### src/rtl/ball_position_tracker_pkg.sv
// Shared definitions for the ball tracker, the tick generator and the maze ROM controller.
package ball_position_tracker_pkg;

    // Maze cell codes returned by the ROM controller
    typedef logic [1:0] cell_t;
    localparam cell_t CELL_OPEN = 2'd0;
    localparam cell_t CELL_WALL = 2'd1;
    localparam cell_t CELL_GOAL = 2'd2;
    localparam cell_t CELL_HOLE = 2'd3;

    // Bit positions inside move_pulses
    localparam int unsigned MV_W     = 4;
    localparam int unsigned MV_POS_X = 0;
    localparam int unsigned MV_NEG_X = 1;
    localparam int unsigned MV_POS_Y = 2;
    localparam int unsigned MV_NEG_Y = 3;

    // Tracker FSM states
    typedef logic [1:0] state_t;
    localparam state_t ST_IDLE  = 2'd0;
    localparam state_t ST_REQ   = 2'd1;
    localparam state_t ST_APPLY = 2'd2;

endpackage

### src/rtl/ball_position_tracker_axis_pending_latch.sv
// One-deep pending move request for a single axis: valid bit plus direction (1 = negative).
module axis_pending_latch
    import ball_position_tracker_pkg::*;
(
    input  logic clk,
    input  logic reset,
    input  logic i_inc,
    input  logic i_dec,
    input  logic i_capture_en,
    input  logic i_service,
    input  logic i_flush,
    output logic o_valid,
    output logic o_dir
);

    logic r_valid;
    logic r_dir;
    logic w_capture;

    // Opposite pulses in the same cycle cancel out
    assign w_capture = i_capture_en & (i_inc ^ i_dec);

    // Flush beats a new pulse, a new pulse beats servicing
    always_ff @(posedge clk) begin
        if (reset) begin
            r_valid <= 1'b0;
            r_dir   <= 1'b0;
        end else if (i_flush) begin
            r_valid <= 1'b0;
        end else if (w_capture) begin
            r_valid <= 1'b1;
            r_dir   <= i_dec;
        end else if (i_service) begin
            r_valid <= 1'b0;
        end
    end

    assign o_valid = r_valid;
    assign o_dir   = r_dir;

endmodule

### src/rtl/ball_position_tracker.sv
// Tracks the ball cell in a maze: captures move ticks, looks up the target cell, applies the result.
module ball_position_tracker
    import ball_position_tracker_pkg::*;
#(
    parameter  int unsigned GRID_W  = 32,
    parameter  int unsigned GRID_H  = 24,
    parameter  int unsigned START_X = 1,
    parameter  int unsigned START_Y = 1,
    localparam int unsigned XW      = $clog2(GRID_W),
    localparam int unsigned YW      = $clog2(GRID_H)
) (
    input  logic               clk,
    input  logic               reset,
    input  logic [MV_W-1:0]    move_pulses,
    input  logic               restart,
    output logic               cell_req,
    output logic [YW+XW-1:0]   cell_addr,
    input  logic               cell_ack,
    input  logic [1:0]         cell_type,
    output logic [XW-1:0]      pos_x,
    output logic [YW-1:0]      pos_y,
    output logic               moved,
    output logic               blocked,
    output logic               fell,
    output logic               win,
    output logic               busy
);

    state_t          r_state;
    logic [XW-1:0]   r_pos_x;
    logic [YW-1:0]   r_pos_y;
    logic [XW-1:0]   r_tgt_x;
    logic [YW-1:0]   r_tgt_y;
    cell_t           r_type;
    logic            r_win;
    logic            r_moved;
    logic            r_blocked;
    logic            r_fell;
    logic            r_cell_req;
    logic            r_busy;

    state_t          w_state_nxt;
    logic [XW-1:0]   w_pos_x_nxt;
    logic [YW-1:0]   w_pos_y_nxt;
    logic [XW-1:0]   w_tgt_x_nxt;
    logic [YW-1:0]   w_tgt_y_nxt;
    cell_t           w_type_nxt;
    logic            w_win_nxt;
    logic            w_moved_nxt;
    logic            w_blocked_nxt;
    logic            w_fell_nxt;
    logic            w_service_x;
    logic            w_service_y;
    logic            w_flush;
    logic            w_capture_en;
    logic            w_pend_x_v;
    logic            w_pend_x_dir;
    logic            w_pend_y_v;
    logic            w_pend_y_dir;

    // Once the goal is reached, ticks are ignored until restart
    assign w_capture_en = ~r_win;

    axis_pending_latch u_pend_x (
        .clk          (clk),
        .reset        (reset),
        .i_inc        (move_pulses[MV_POS_X]),
        .i_dec        (move_pulses[MV_NEG_X]),
        .i_capture_en (w_capture_en),
        .i_service    (w_service_x),
        .i_flush      (w_flush),
        .o_valid      (w_pend_x_v),
        .o_dir        (w_pend_x_dir)
    );

    axis_pending_latch u_pend_y (
        .clk          (clk),
        .reset        (reset),
        .i_inc        (move_pulses[MV_POS_Y]),
        .i_dec        (move_pulses[MV_NEG_Y]),
        .i_capture_en (w_capture_en),
        .i_service    (w_service_y),
        .i_flush      (w_flush),
        .o_valid      (w_pend_y_v),
        .o_dir        (w_pend_y_dir)
    );

    // Next-state and action logic; restart overrides everything at the end
    always_comb begin
        w_state_nxt   = r_state;
        w_pos_x_nxt   = r_pos_x;
        w_pos_y_nxt   = r_pos_y;
        w_tgt_x_nxt   = r_tgt_x;
        w_tgt_y_nxt   = r_tgt_y;
        w_type_nxt    = r_type;
        w_win_nxt     = r_win;
        w_moved_nxt   = 1'b0;
        w_blocked_nxt = 1'b0;
        w_fell_nxt    = 1'b0;
        w_service_x   = 1'b0;
        w_service_y   = 1'b0;
        w_flush       = 1'b0;

        case (r_state)
            ST_IDLE: begin
                if (!r_win && (w_pend_x_v || w_pend_y_v)) begin
                    if (w_pend_x_v) begin
                        w_service_x = 1'b1;
                        if (w_pend_x_dir ? (r_pos_x == '0) : (r_pos_x == XW'(GRID_W - 1))) begin
                            w_blocked_nxt = 1'b1;
                        end else begin
                            w_state_nxt = ST_REQ;
                            w_tgt_x_nxt = w_pend_x_dir ? r_pos_x - XW'(1) : r_pos_x + XW'(1);
                            w_tgt_y_nxt = r_pos_y;
                        end
                    end else begin
                        w_service_y = 1'b1;
                        if (w_pend_y_dir ? (r_pos_y == '0) : (r_pos_y == YW'(GRID_H - 1))) begin
                            w_blocked_nxt = 1'b1;
                        end else begin
                            w_state_nxt = ST_REQ;
                            w_tgt_x_nxt = r_pos_x;
                            w_tgt_y_nxt = w_pend_y_dir ? r_pos_y - YW'(1) : r_pos_y + YW'(1);
                        end
                    end
                end
            end
            ST_REQ: begin
                if (cell_ack) begin
                    w_state_nxt = ST_APPLY;
                    w_type_nxt  = cell_type;
                end
            end
            ST_APPLY: begin
                w_state_nxt = ST_IDLE;
                case (r_type)
                    CELL_OPEN: begin
                        w_pos_x_nxt = r_tgt_x;
                        w_pos_y_nxt = r_tgt_y;
                        w_moved_nxt = 1'b1;
                    end
                    CELL_WALL: begin
                        w_blocked_nxt = 1'b1;
                    end
                    CELL_GOAL: begin
                        w_pos_x_nxt = r_tgt_x;
                        w_pos_y_nxt = r_tgt_y;
                        w_moved_nxt = 1'b1;
                        w_win_nxt   = 1'b1;
                    end
                    CELL_HOLE: begin
                        w_pos_x_nxt = XW'(START_X);
                        w_pos_y_nxt = YW'(START_Y);
                        w_fell_nxt  = 1'b1;
                        w_flush     = 1'b1;
                    end
                endcase
            end
            default: w_state_nxt = ST_IDLE;
        endcase

        if (restart) begin
            w_state_nxt   = ST_IDLE;
            w_pos_x_nxt   = XW'(START_X);
            w_pos_y_nxt   = YW'(START_Y);
            w_win_nxt     = 1'b0;
            w_moved_nxt   = 1'b0;
            w_blocked_nxt = 1'b0;
            w_fell_nxt    = 1'b0;
            w_service_x   = 1'b0;
            w_service_y   = 1'b0;
            w_flush       = 1'b1;
        end
    end

    // State and registered outputs
    always_ff @(posedge clk) begin
        if (reset) begin
            r_state    <= ST_IDLE;
            r_pos_x    <= XW'(START_X);
            r_pos_y    <= YW'(START_Y);
            r_tgt_x    <= '0;
            r_tgt_y    <= '0;
            r_type     <= CELL_OPEN;
            r_win      <= 1'b0;
            r_moved    <= 1'b0;
            r_blocked  <= 1'b0;
            r_fell     <= 1'b0;
            r_cell_req <= 1'b0;
            r_busy     <= 1'b0;
        end else begin
            r_state    <= w_state_nxt;
            r_pos_x    <= w_pos_x_nxt;
            r_pos_y    <= w_pos_y_nxt;
            r_tgt_x    <= w_tgt_x_nxt;
            r_tgt_y    <= w_tgt_y_nxt;
            r_type     <= w_type_nxt;
            r_win      <= w_win_nxt;
            r_moved    <= w_moved_nxt;
            r_blocked  <= w_blocked_nxt;
            r_fell     <= w_fell_nxt;
            r_cell_req <= (w_state_nxt == ST_REQ);
            r_busy     <= (w_state_nxt != ST_IDLE);
        end
    end

    assign cell_req  = r_cell_req;
    assign cell_addr = {r_tgt_y, r_tgt_x};
    assign pos_x     = r_pos_x;
    assign pos_y     = r_pos_y;
    assign moved     = r_moved;
    assign blocked   = r_blocked;
    assign fell      = r_fell;
    assign win       = r_win;
    assign busy      = r_busy;

endmodule

### config.mk
export PLATFORM = sky130hd
export DESIGN_NAME = ball_position_tracker
export DESIGN_NICKNAME = d
export VERILOG_FILES = /design/src/rtl/ball_position_tracker_pkg.sv /design/src/rtl/ball_position_tracker_axis_pending_latch.sv /design/src/rtl/ball_position_tracker.sv
export SDC_FILE = /design/constraint.sdc
export NUM_CORES = 1
export LEC_CHECK = 0
export ABC_AREA = 1
export CORE_AREA = 2 2 69 71
export DETAILED_ROUTE_END_ITERATION = 8
export DIE_AREA = 0 0 71 73
export PLACE_DENSITY_LB_ADDON = 0.05
export SETUP_SLACK_MARGIN = 0.1
export SLEW_MARGIN = 20
export SYNTH_ARGS = -nofsm -noshare
export SYNTH_HDL_FRONTEND = slang
export SYNTH_SLANG_ARGS = --single-unit
export TNS_END_PERCENT = 30
### constraint.sdc
create_clock -name clk -period 3.15 [get_ports clk]
set_clock_uncertainty 0.05 [all_clocks]
set_input_delay 0.4725 -clock clk [delete_from_list [all_inputs] [get_ports clk]]
set_output_delay 0.4725 -clock clk [all_outputs]
set_load 0.02 [all_outputs]
==> results.cfg, run 1 <==
[placed_design]
hpwl_mm = 3.06
placed_cell_area_mm2 = 0.00222
io_buffers = 35
dp_slack_ns = 1.14
place_congestion = 0.788
dp.cells = 351

[logic_synthesis]
async_flop_share_pct = 0
synth_edf_count = 0
syn_nets = 283
synthXorXnorAreaFrac_pct = 1.92
yosysUniqueCellTypes = 26
synth_top_family_by_area = simple AND/OR/NAND/NOR gates
syn-cell-area_mm2 = 0.00182
ys_warn_count = 0
yosysSeqAreaShare_pct = 37.4
synthAdderAreaFrac_pct = 6.32
synth_cells = 265
synth-seq-cells = 34
synth-main-ff-cell = dfxtp_1
syn_area_per_cell_um2 = 6.87
synth_compound_area_share_pct = 11.0
yosys.area_share.simple_pct = 34.2
synthMuxAreaShare_pct = 0

[detailed_routing]
viasPerCell = 4.73
wl_met3_um = 139
m1WireLength_mm = 2.21
drt_first_iter_violations = 65
route.met2.wl_mm = 1.80
drtPass1Iterations = 4
drt-wirelength-per-cell_um = 11.8
wirelength_mm = 4.22
drc = 0
dr.max_layer_used = met4
vias = 1692
ant_nets = 0

[setup_path]
cp_max_fo = 8
slowest_stage = clkdlybuf4s50_1
path_depth = 1
cp-end-kind = output pin
crit_buf_inv = 1
timing.rr.start = pos_x[1]
crit_path_max_incr_delay_ns = 0.66
cp.required_ns = 2.63
r2r_end = r_tgt_x[4]
critPathLaunchType = flop
crit_end = pos_x[1]
r2r_setup_slack_ns = 1.39
critical_path.cell_chain = clkdlybuf4s50_1
crit_family = buffers and inverters
critPathKind = reg -> out
arrival_ns = 1.44
critPathLaunch = pos_x[1]
reg2reg_depth = 10

[power]
p_leak_nw = 1.05
vdd_drop_max_uv = 174
pwr_density_cell_mw_per_mm2 = 404
total_power_w = 0.000928

[final_layout]
n_antenna_cell = 0
final_area_mm2 = 0.00230
post_route_cells_drive_above_1_share_pct = 6.58
layout_common_cells = nand2_1 (61), nor2_1 (40), clkdlybuf4s50_1 (35)
synthToLayoutAreaGrowth_pct = 26.3
final_cells = 358
layout_commonest_cell = nand2_1
nNetsFinal = 322

[clocking]
cts_tree = done
cts.repair.resized = 0
numCtsBuffers = 5
path_clk_slew_ns = 0.07
cts-root-buf = clkbuf_8
cts_setup_buffers = 0
tritoncts_num_sinks = 34
cts_hold_buf = 0
cts.path.max_buffers = 2
htreeDepth = 2
clk_latency_ns = 0.28

[floorplanning]
coreArea_mm2 = 0.00454
core.rowCount = 25
die_w_um = 71
start_util_pct = 40.1
die_h_um = 73
ios = 36
die_area_mm2 = 0.00518

[timing]
finalMaxSlewViolations = 0
setup_slack_ns = 1.19
slew_headroom_pct = 65.9
max_freq_mhz = 510
worst_slew_pin_slew_ns = 0.512
setup-violations-final = 0
fin_crit_sh_pct = 62.3
layout_min_cycle_time_ns = 1.96
finalSetupTns_ns = 0
grt_setup_unrepaired = false
hold_viol = 0

[global_routing]
antenna_found_initial = 0
overflow = 0
grt_pass1_vias = 1552
grt_start_max_net_pins = 18
grt_usage_pct = 18.0
grt_pass1_wl_mm = 7.29

[min_path]
min_path_type = reg -> reg

[outcome]
status = complete, no violations

[flow_run]
max_cap_violations = 0
==> sequential cells by signal (all words and copies together) (netlist names) <==
signal	flops
pos_x	5
pos_y	5
r_tgt_x	5
r_tgt_y	5
r_state	2
r_type	2
blocked	1
busy	1
cell_req	1
fell	1
moved	1
u_pend_x.o_dir	1
u_pend_x.o_valid	1
u_pend_y.o_dir	1
u_pend_y.o_valid	1
win	1
==> stage by stage <==
stage / utilization, % / hold slack, ns
after floorplan: - / 0.411
after global placement: 49.0 / 0.438
after detailed placement: 49.0 / 0.430
after CTS: 50.7 / 0.446
after global routing: 50.7 / 0.473
final: 50.7 / 0.446
==> cell families (layout without fill, tap and decap cells) <==
group / after synthesis / count (layout)
flops: 34 / 34
simple gates: 141 / 141
compound gates: 38 / 38
fa+ha+maj: 8 / 8
xor+xnor: 4 / 4
buf+inv: 40 / 79
==> layout make-up <==
type / count / area [um^2]
Fill cell: 475 / 2240
Clock inverter: 2 / 10.0
Sequential cell: 34 / 681
Tap cell: 54 / 67.6
Inverter: 34 / 128
Multi-Input combinational cell: 191 / 972
Clock buffer: 5 / 68.8
Timing Repair Buffer: 38 / 373
==> cell usage after synthesis, types with 2 or more instances <==
master | count | share of area (%)
a21oi_1 | 12 | 3.3
clkbuf_1 | 2 | 0.41
nand2_2 | 2 | 0.69
nor3_1 | 2 | 0.55
fa_1 | 2 | 2.2
nand2_1 | 61 | 13
buf_2 | 2 | 0.55
xor2_1 | 3 | 1.4
nand3_1 | 27 | 7.4
o21ai_0 | 22 | 6.0
inv_2 | 3 | 0.62
o211ai_1 | 2 | 0.82
buf_6 | 2 | 1.2
nor2_1 | 40 | 8.2
ha_1 | 6 | 4.1
dfxtp_1 | 34 | 37
inv_1 | 31 | 6.4
nand4_1 | 2 | 0.69
nand3b_1 | 3 | 1.2
==> routing by layer <==
metal / up-vias / GRT usage (%)
li1: 929 / -
met1: 732 / 24.7
met2: 25 / 28.1
met3: 6 / 3.73
met4: 0 / 6.92
met5: - / 0
==> worst min path at each step <==
stage | depth (start not counted) | from | to | slack [ns]
finish | 2 | r_tgt_x[2] | pos_x[2] | 0.45
detailed placement | 2 | u_pend_y.o_valid | u_pend_y.o_valid | 0.43
global placement | 2 | r_tgt_x[2] | pos_x[2] | 0.44
CTS | 2 | u_pend_y.o_valid | u_pend_y.o_valid | 0.45
global route | 2 | u_pend_y.o_valid | u_pend_y.o_valid | 0.47
floorplan | 2 | u_pend_y.o_valid | u_pend_y.o_valid | 0.41
==> report_power, final <==
group	total [W]	internal [W]	switching, W
Sequential	0.000465	0.000449	0.0000162
Combinational	0.000164	0.0000707	0.0000933
Clock	0.000299	0.000148	0.000151
Total	0.000928	0.000668	0.000260
==> tightest hold or removal path, stage by stage (launching register included) <==
cell and delay [ns]:
dfxtp_1 0.31, inv_1 0.06, o21ai_0 0.08
Power figures use the tool's default switching activity.
==> run 2, diff against run 1 <==
Clock period 3.15 ns to 1.7 ns, I/O delays scaled along.
==> run 2 against run 1 <==
Core utilization up 3.5 points. Combinational power rose by 97%. Cell count is 3.1% higher. Via count is 4.3% higher. Setup slack worse by 1.0 ns. Sequential cell count unchanged. Clock power increased by 140%. Critical endpoint is now cell_addr[0].
==> results.cfg, run 2 (same netlist as run 1, synthesis figures left out) <==
[outcome]
status = complete, no violations

[floorplanning]
core.rowCount = 25
die_w_um = 71
ios = 36
start_util_pct = 40.1
coreArea_mm2 = 0.00454
die_area_mm2 = 0.00518
die_h_um = 73

[placed_design]
place_congestion = 0.838
dp.cells = 360
hpwl_mm = 3.35
dp_slack_ns = -0.00921
io_buffers = 35
placed_cell_area_mm2 = 0.00229

[timing]
layout_min_cycle_time_ns = 1.56
finalMaxSlewViolations = 0
max_freq_mhz = 642
hold_viol = 0
grt_setup_unrepaired = true
slew_headroom_pct = 76.1
fin_hold_ws_ns = 0.437
worst_slew_pin_slew_ns = 0.354
fin_crit_sh_pct = 91.7
setup-violations-final = 0
setup_slack_ns = 0.141

[global_routing]
grt_pass1_vias = 1545
grt_usage_pct = 18.9
antenna_found_initial = 0
grt_pass1_wl_mm = 7.49
grt_start_max_net_pins = 18
overflow = 0

[detailed_routing]
vias = 1764
viasPerCell = 4.78
drt-wirelength-per-cell_um = 12.2
drt_first_iter_violations = 140
drtPass1Iterations = 4
ant_nets = 0
wirelength_mm = 4.51
drc = 0

[setup_path]
crit_family = buffers and inverters
slowest_stage = clkdlybuf4s50_1
crit_buf_inv = 1
critical_path.cell_chain = clkdlybuf4s50_1
cp-end-kind = output pin
cp.required_ns = 1.39
critPathLaunchType = flop
critPathKind = reg -> out
crit_path_max_incr_delay_ns = 0.61
cp_max_fo = 3
arrival_ns = 1.25

[final_layout]
nNetsFinal = 332
layout_common_cells = nand2_1 (60), nor2_1 (38), inv_1 (30)
final_area_mm2 = 0.00246
post_route_cells_drive_above_1_share_pct = 14.9
n_antenna_cell = 0
postLayoutCoreUtil_pct = 54.2
layout_commonest_cell = nand2_1
final_cells = 369
synthToLayoutAreaGrowth_pct = 35.1

[power]
pwr_density_cell_mw_per_mm2 = 776
switching_share_pct = 26.5
intPower_w = 0.00140
vdd_drop_max_uv = 585
power_frac_clock_pct = 38.2
switchingPower_w = 0.000506
p_comb_share_pct = 16.9
pwr-share-seq_pct = 44.9
p_leak_nw = 1.25

[flow_run]
max_cap_violations = 0

[clocking]
path_clk_slew_ns = 0.07
tritoncts_num_sinks = 34
numCtsBuffers = 5
clk_latency_ns = 0.28
htreeDepth = 2
cts-root-buf = clkbuf_8
cts_tree = done
cts.path.max_buffers = 2

[min_path]
min_path_type = reg -> reg
[run 2: cell count changes in the layout (fill, tap and decap cells not counted), moves of 2 or more]
cell / change
clkdlybuf4s50_1: -12
buf_4: +10
dfxtp_1: -8
dlymetal6s2s_1: +8
dfxtp_2: +5
dlygate4sd2_1: +4
dfxtp_4: +3
fa_1: -2
fa_2: +2
nor2_1: -2
nor2_2: +2
[run 2: tightest hold or removal path, stage by stage, from the launching register on]
cell	delay, ns
dfxtp_1	0.31
inv_1	0.06
o21ai_0	0.08
[run 2: path summary, 6_finish.rpt]
| kind | to | depth (start not counted) | startpoint | slack [ns] |
|---|---|---|---|---|
| setup / recovery | cell_addr[0] | 1 | r_tgt_x[0] | 0.14 |
| setup reg to reg | r_tgt_x[4] | 9 | pos_x[3] | 0.18 |
| hold reg to reg | pos_y[2] | 2 | r_tgt_y[2] | 0.44 |
| hold / removal | pos_y[2] | 2 | r_tgt_y[2] | 0.44 |
[run 2: power groups by stage]
stage	clock network [W]	logic [W]	registers, W
6_report	0.000730	0.000323	0.000857
5_1_grt	0.000789	0.000363	0.000862
2_1_floorplan	0	0.000171	0.000903
4_1_cts	0.000755	0.000320	0.000858
3_3_place_gp	0	0.000318	0.000877
3_5_place_dp	0	0.000319	0.000877
[run 2: what timing repair did]
item / CTS / global route
buffers inserted: 0 / 1
resized for setup: 4 / 24
endpoints found under the hold margin: 0 / 0
pin swaps: 0 / 4
hold buffers: 0 / 0
setup endpoints to repair: 14 / 18
[run 2: area by class of cell]
type | count | area (um^2)
fillers | 449 | 2080
flip-flops and latches | 34 | 698
well taps | 54 | 67.6
inverters | 34 | 128
multi-input cells | 191 | 993
clock inverters | 3 | 40.0
repair buffers | 48 | 463
clock buffers | 5 | 68.8
[run 2: through the flow]
step	setup TNS, ns	total power (W)
final	0	0.00191
after global routing	-0.0162	0.00201
after CTS	0	0.00193
after detailed placement	-0.00921	0.00120
after global placement	0	0.00119
after floorplan	0	0.00107
[run 2: per-layer routing]
metal	global-route usage (%)	vias to the layer above	part of all wire, %
met2	28.3	42	45
met1	26.7	773	51
met5	0	-	0
li1	-	947	-
met4	6.29	0	0.71
met3	4.28	2	3.8
==> run 3, diff against run 2 <==
Settings changed: CORE_AREA 2 2 69 71 to 2 2 71 73, DIE_AREA 0 0 71 73 to 0 0 73 75, PLACE_DENSITY from default to 0.69, PLACE_DENSITY_LB_ADDON 0.05 to default, SYNTH_HIERARCHICAL from default to 1.
==> run 3 against run 2 <==
Die area rose by 5.6%. Clock-buffer cell count rose by 2. Synthesized area rose by 8.2%. Critical endpoint is now pos_x[0]. Global-route usage rose by 0.061 points. Largest cell class unchanged. Power rose by 4.8%. Highest routed layer unchanged. Core utilization rose by 1.5 points.
==> results.cfg, run 3 <==
[final_layout]
nFillCells = 454
layout_commonest_cell = nand2_1
layout_common_cells = nand2_1 (67), inv_1 (49), clkdlybuf4s50_1 (30)
final_cells = 385
synthToLayoutAreaGrowth_pct = 31.8
postLayoutCoreUtil_pct = 55.7
nNetsFinal = 348
post_route_cells_drive_above_1_share_pct = 18.7
final_area_mm2 = 0.00260
n_antenna_cell = 0

[logic_synthesis]
yosysMostFrequentCell = nand2_1
synth-seq-cells = 34
yosysSeqAreaShare_pct = 34.5
syn_area_per_cell_um2 = 7.06
synth_top_area_cell = dfxtp_1
synth-main-ff-cell = dfxtp_1
yosysUniqueCellTypes = 33
ys_warn_count = 6
syn_nets = 297
synth_common_cells = nand2_1 (67), inv_1 (49), dfxtp_1 (34)
post-synth-top-area-fraction_pct = 34.5
synth_edf_count = 0
synth_cells = 279
async_flop_share_pct = 0
ys_top_cells_by_area = dfxtp_1 (35%), nand2_1 (13%), inv_1 (9.3%), nand3_1 (4.3%), nor2_1 (4.0%)
syn-cell-area_mm2 = 0.00197

[clocking]
cts.path.max_buffers = 2
tritoncts_num_sinks = 34
clk_latency_ns = 0.29
cts-root-buf = clkbuf_8
path_clk_slew_ns = 0.06
cts_hold_buf = 0
cts_tree = done
htreeDepth = 2
numCtsBuffers = 5

[timing]
fin_crit_sh_pct = 96.5
layout_min_cycle_time_ns = 1.64
grt_setup_unrepaired = true
setup_slack_ns = 0.0594
finalSetupTns_ns = 0
max_freq_mhz = 610
slew_headroom_pct = 83.2
finalMaxSlewViolations = 0
setup-violations-final = 0
worst_slew_pin_slew_ns = 0.250
hold_viol = 0

[setup_path]
r2r_end = r_tgt_x[4]
cp-end-kind = output pin
critPathKind = reg -> out
critPathLaunchType = flop
slowest_stage = clkdlybuf4s50_1
cp.required_ns = 1.39
crit_family = buffers and inverters
timing.rr.start = pos_x[3]
r2r_setup_slack_ns = 0.16
reg2reg_depth = 9
path_depth = 2
arrival_ns = 1.34
crit_buf_inv = 2
crit_path_max_incr_delay_ns = 0.60
cp_max_fo = 5
critical_path.cell_chain = buf_4, clkdlybuf4s50_1

[floorplanning]
ios = 36
die_h_um = 75
start_util_pct = 42.3
coreArea_mm2 = 0.00466
die_w_um = 73
core.rowCount = 25
die_area_mm2 = 0.00548

[detailed_routing]
ant_nets = 0
wirelength_mm = 4.62
route.met2.wl_mm = 2.22
dr.max_layer_used = met4
wl_met3_um = 236
drtPass1Iterations = 4
m1WireLength_mm = 2.11
drt-wirelength-per-cell_um = 12.0
viasPerCell = 4.84
drc = 0
drt_first_iter_violations = 97
vias = 1862

[min_path]
min_path_type = reg -> reg
worstHoldEndpoint = u_pend_y/o_valid
hp-start = u_pend_y/o_valid
min_path_cells = 2

[global_routing]
overflow = 0
grt_pass1_wl_mm = 7.83
grt_start_max_net_pins = 18
antenna_found_initial = 0
grt_pass1_vias = 1805
grt_usage_pct = 18.9

[placed_design]
placed_cell_area_mm2 = 0.00245
io_buffers = 35
dp.cells = 376
hpwl_mm = 3.42
place_congestion = 0.914
dp_slack_ns = 0.0587

[power]
intPower_w = 0.00147
p_comb_share_pct = 18.9
switchingPower_w = 0.000531
switching_share_pct = 26.5
pwr_density_cell_mw_per_mm2 = 770
pwr-share-seq_pct = 42.6
vdd_drop_max_uv = 531
p_leak_nw = 1.30
power_frac_clock_pct = 38.5

[outcome]
status = complete, no violations

[flow_run]
max_cap_violations = 0
-- run 3: tightest hold or removal path, cell delays in order (launching register included) --
cell and delay [ns]:
dfxtp_1 0.31, nand2_1 0.06, a21oi_1 0.05
-- run 3: cells by family after synthesis --
kind of cell | synth area share (%)
buffers and inverters | 13.5
adder cells (fa/ha/maj) | 5.84
XOR/XNOR | 2.22
AO/OA/AOI/OAI | 9.33
flip-flops | 34.5
AND/OR/NAND/NOR | 34.6
-- run 3: worst max-delay path by stage --
stage,start,endpoint,slack (ns)
floorplan,pos_x[0],r_tgt_x[4],0.08
global placement,u_pend_x/o_dir,r_tgt_x[4],0.10
detailed placement,u_pend_x/o_dir,r_tgt_x[4],0.06
CTS,pos_x[4],pos_x[4],0.03
global route,pos_x[0],pos_x[0],0.002
finish,pos_x[0],pos_x[0],0.06
-- run 3: power by group through the flow --
stage | clock network, W | logic (W) | registers [W]
global placement | 0 | 0.000371 | 0.000872
CTS | 0.000788 | 0.000376 | 0.000855
floorplan | 0 | 0.000215 | 0.000903
global route | 0.000819 | 0.000429 | 0.000855
finish | 0.000771 | 0.000379 | 0.000852
detailed placement | 0 | 0.000373 | 0.000873
-- run 3: repair_timing --
item                       in CTS  in global routing
pin swaps                       0                  2
gates resized for setup         3                 10
setup endpoints to repair      10                 18
buffers inserted                0                  1
-- run 3: per-layer routing --
metal  vias up  global-route usage, %
met2        46                   32.3
li1        984                      -
met5         -                      0
met1       828                   22.8
met4         0                   8.44
met3         4                   4.28
-- run 3: stage by stage --
step	hold WS [ns]	total power (W)
2_1_floorplan	0.274	0.00112
3_3_place_gp	0.403	0.00124
3_5_place_dp	0.409	0.00125
4_1_cts	0.421	0.00202
5_1_grt	0.451	0.00210
6_report	0.422	0.00200
-- run 3: final cells by class --
type / instances / area (um^2) / share of cell area (%)
multi-input cells: 184 / 1030 / 39.8
inverters: 56 / 213 / 8.19
well taps: 54 / 67.6 / 2.60
clock buffers: 7 / 86.3 / 3.32
clock inverters: 1 / 30.0 / 1.16
flip-flops and latches: 34 / 698 / 26.9
repair buffers: 49 / 469 / 18.1
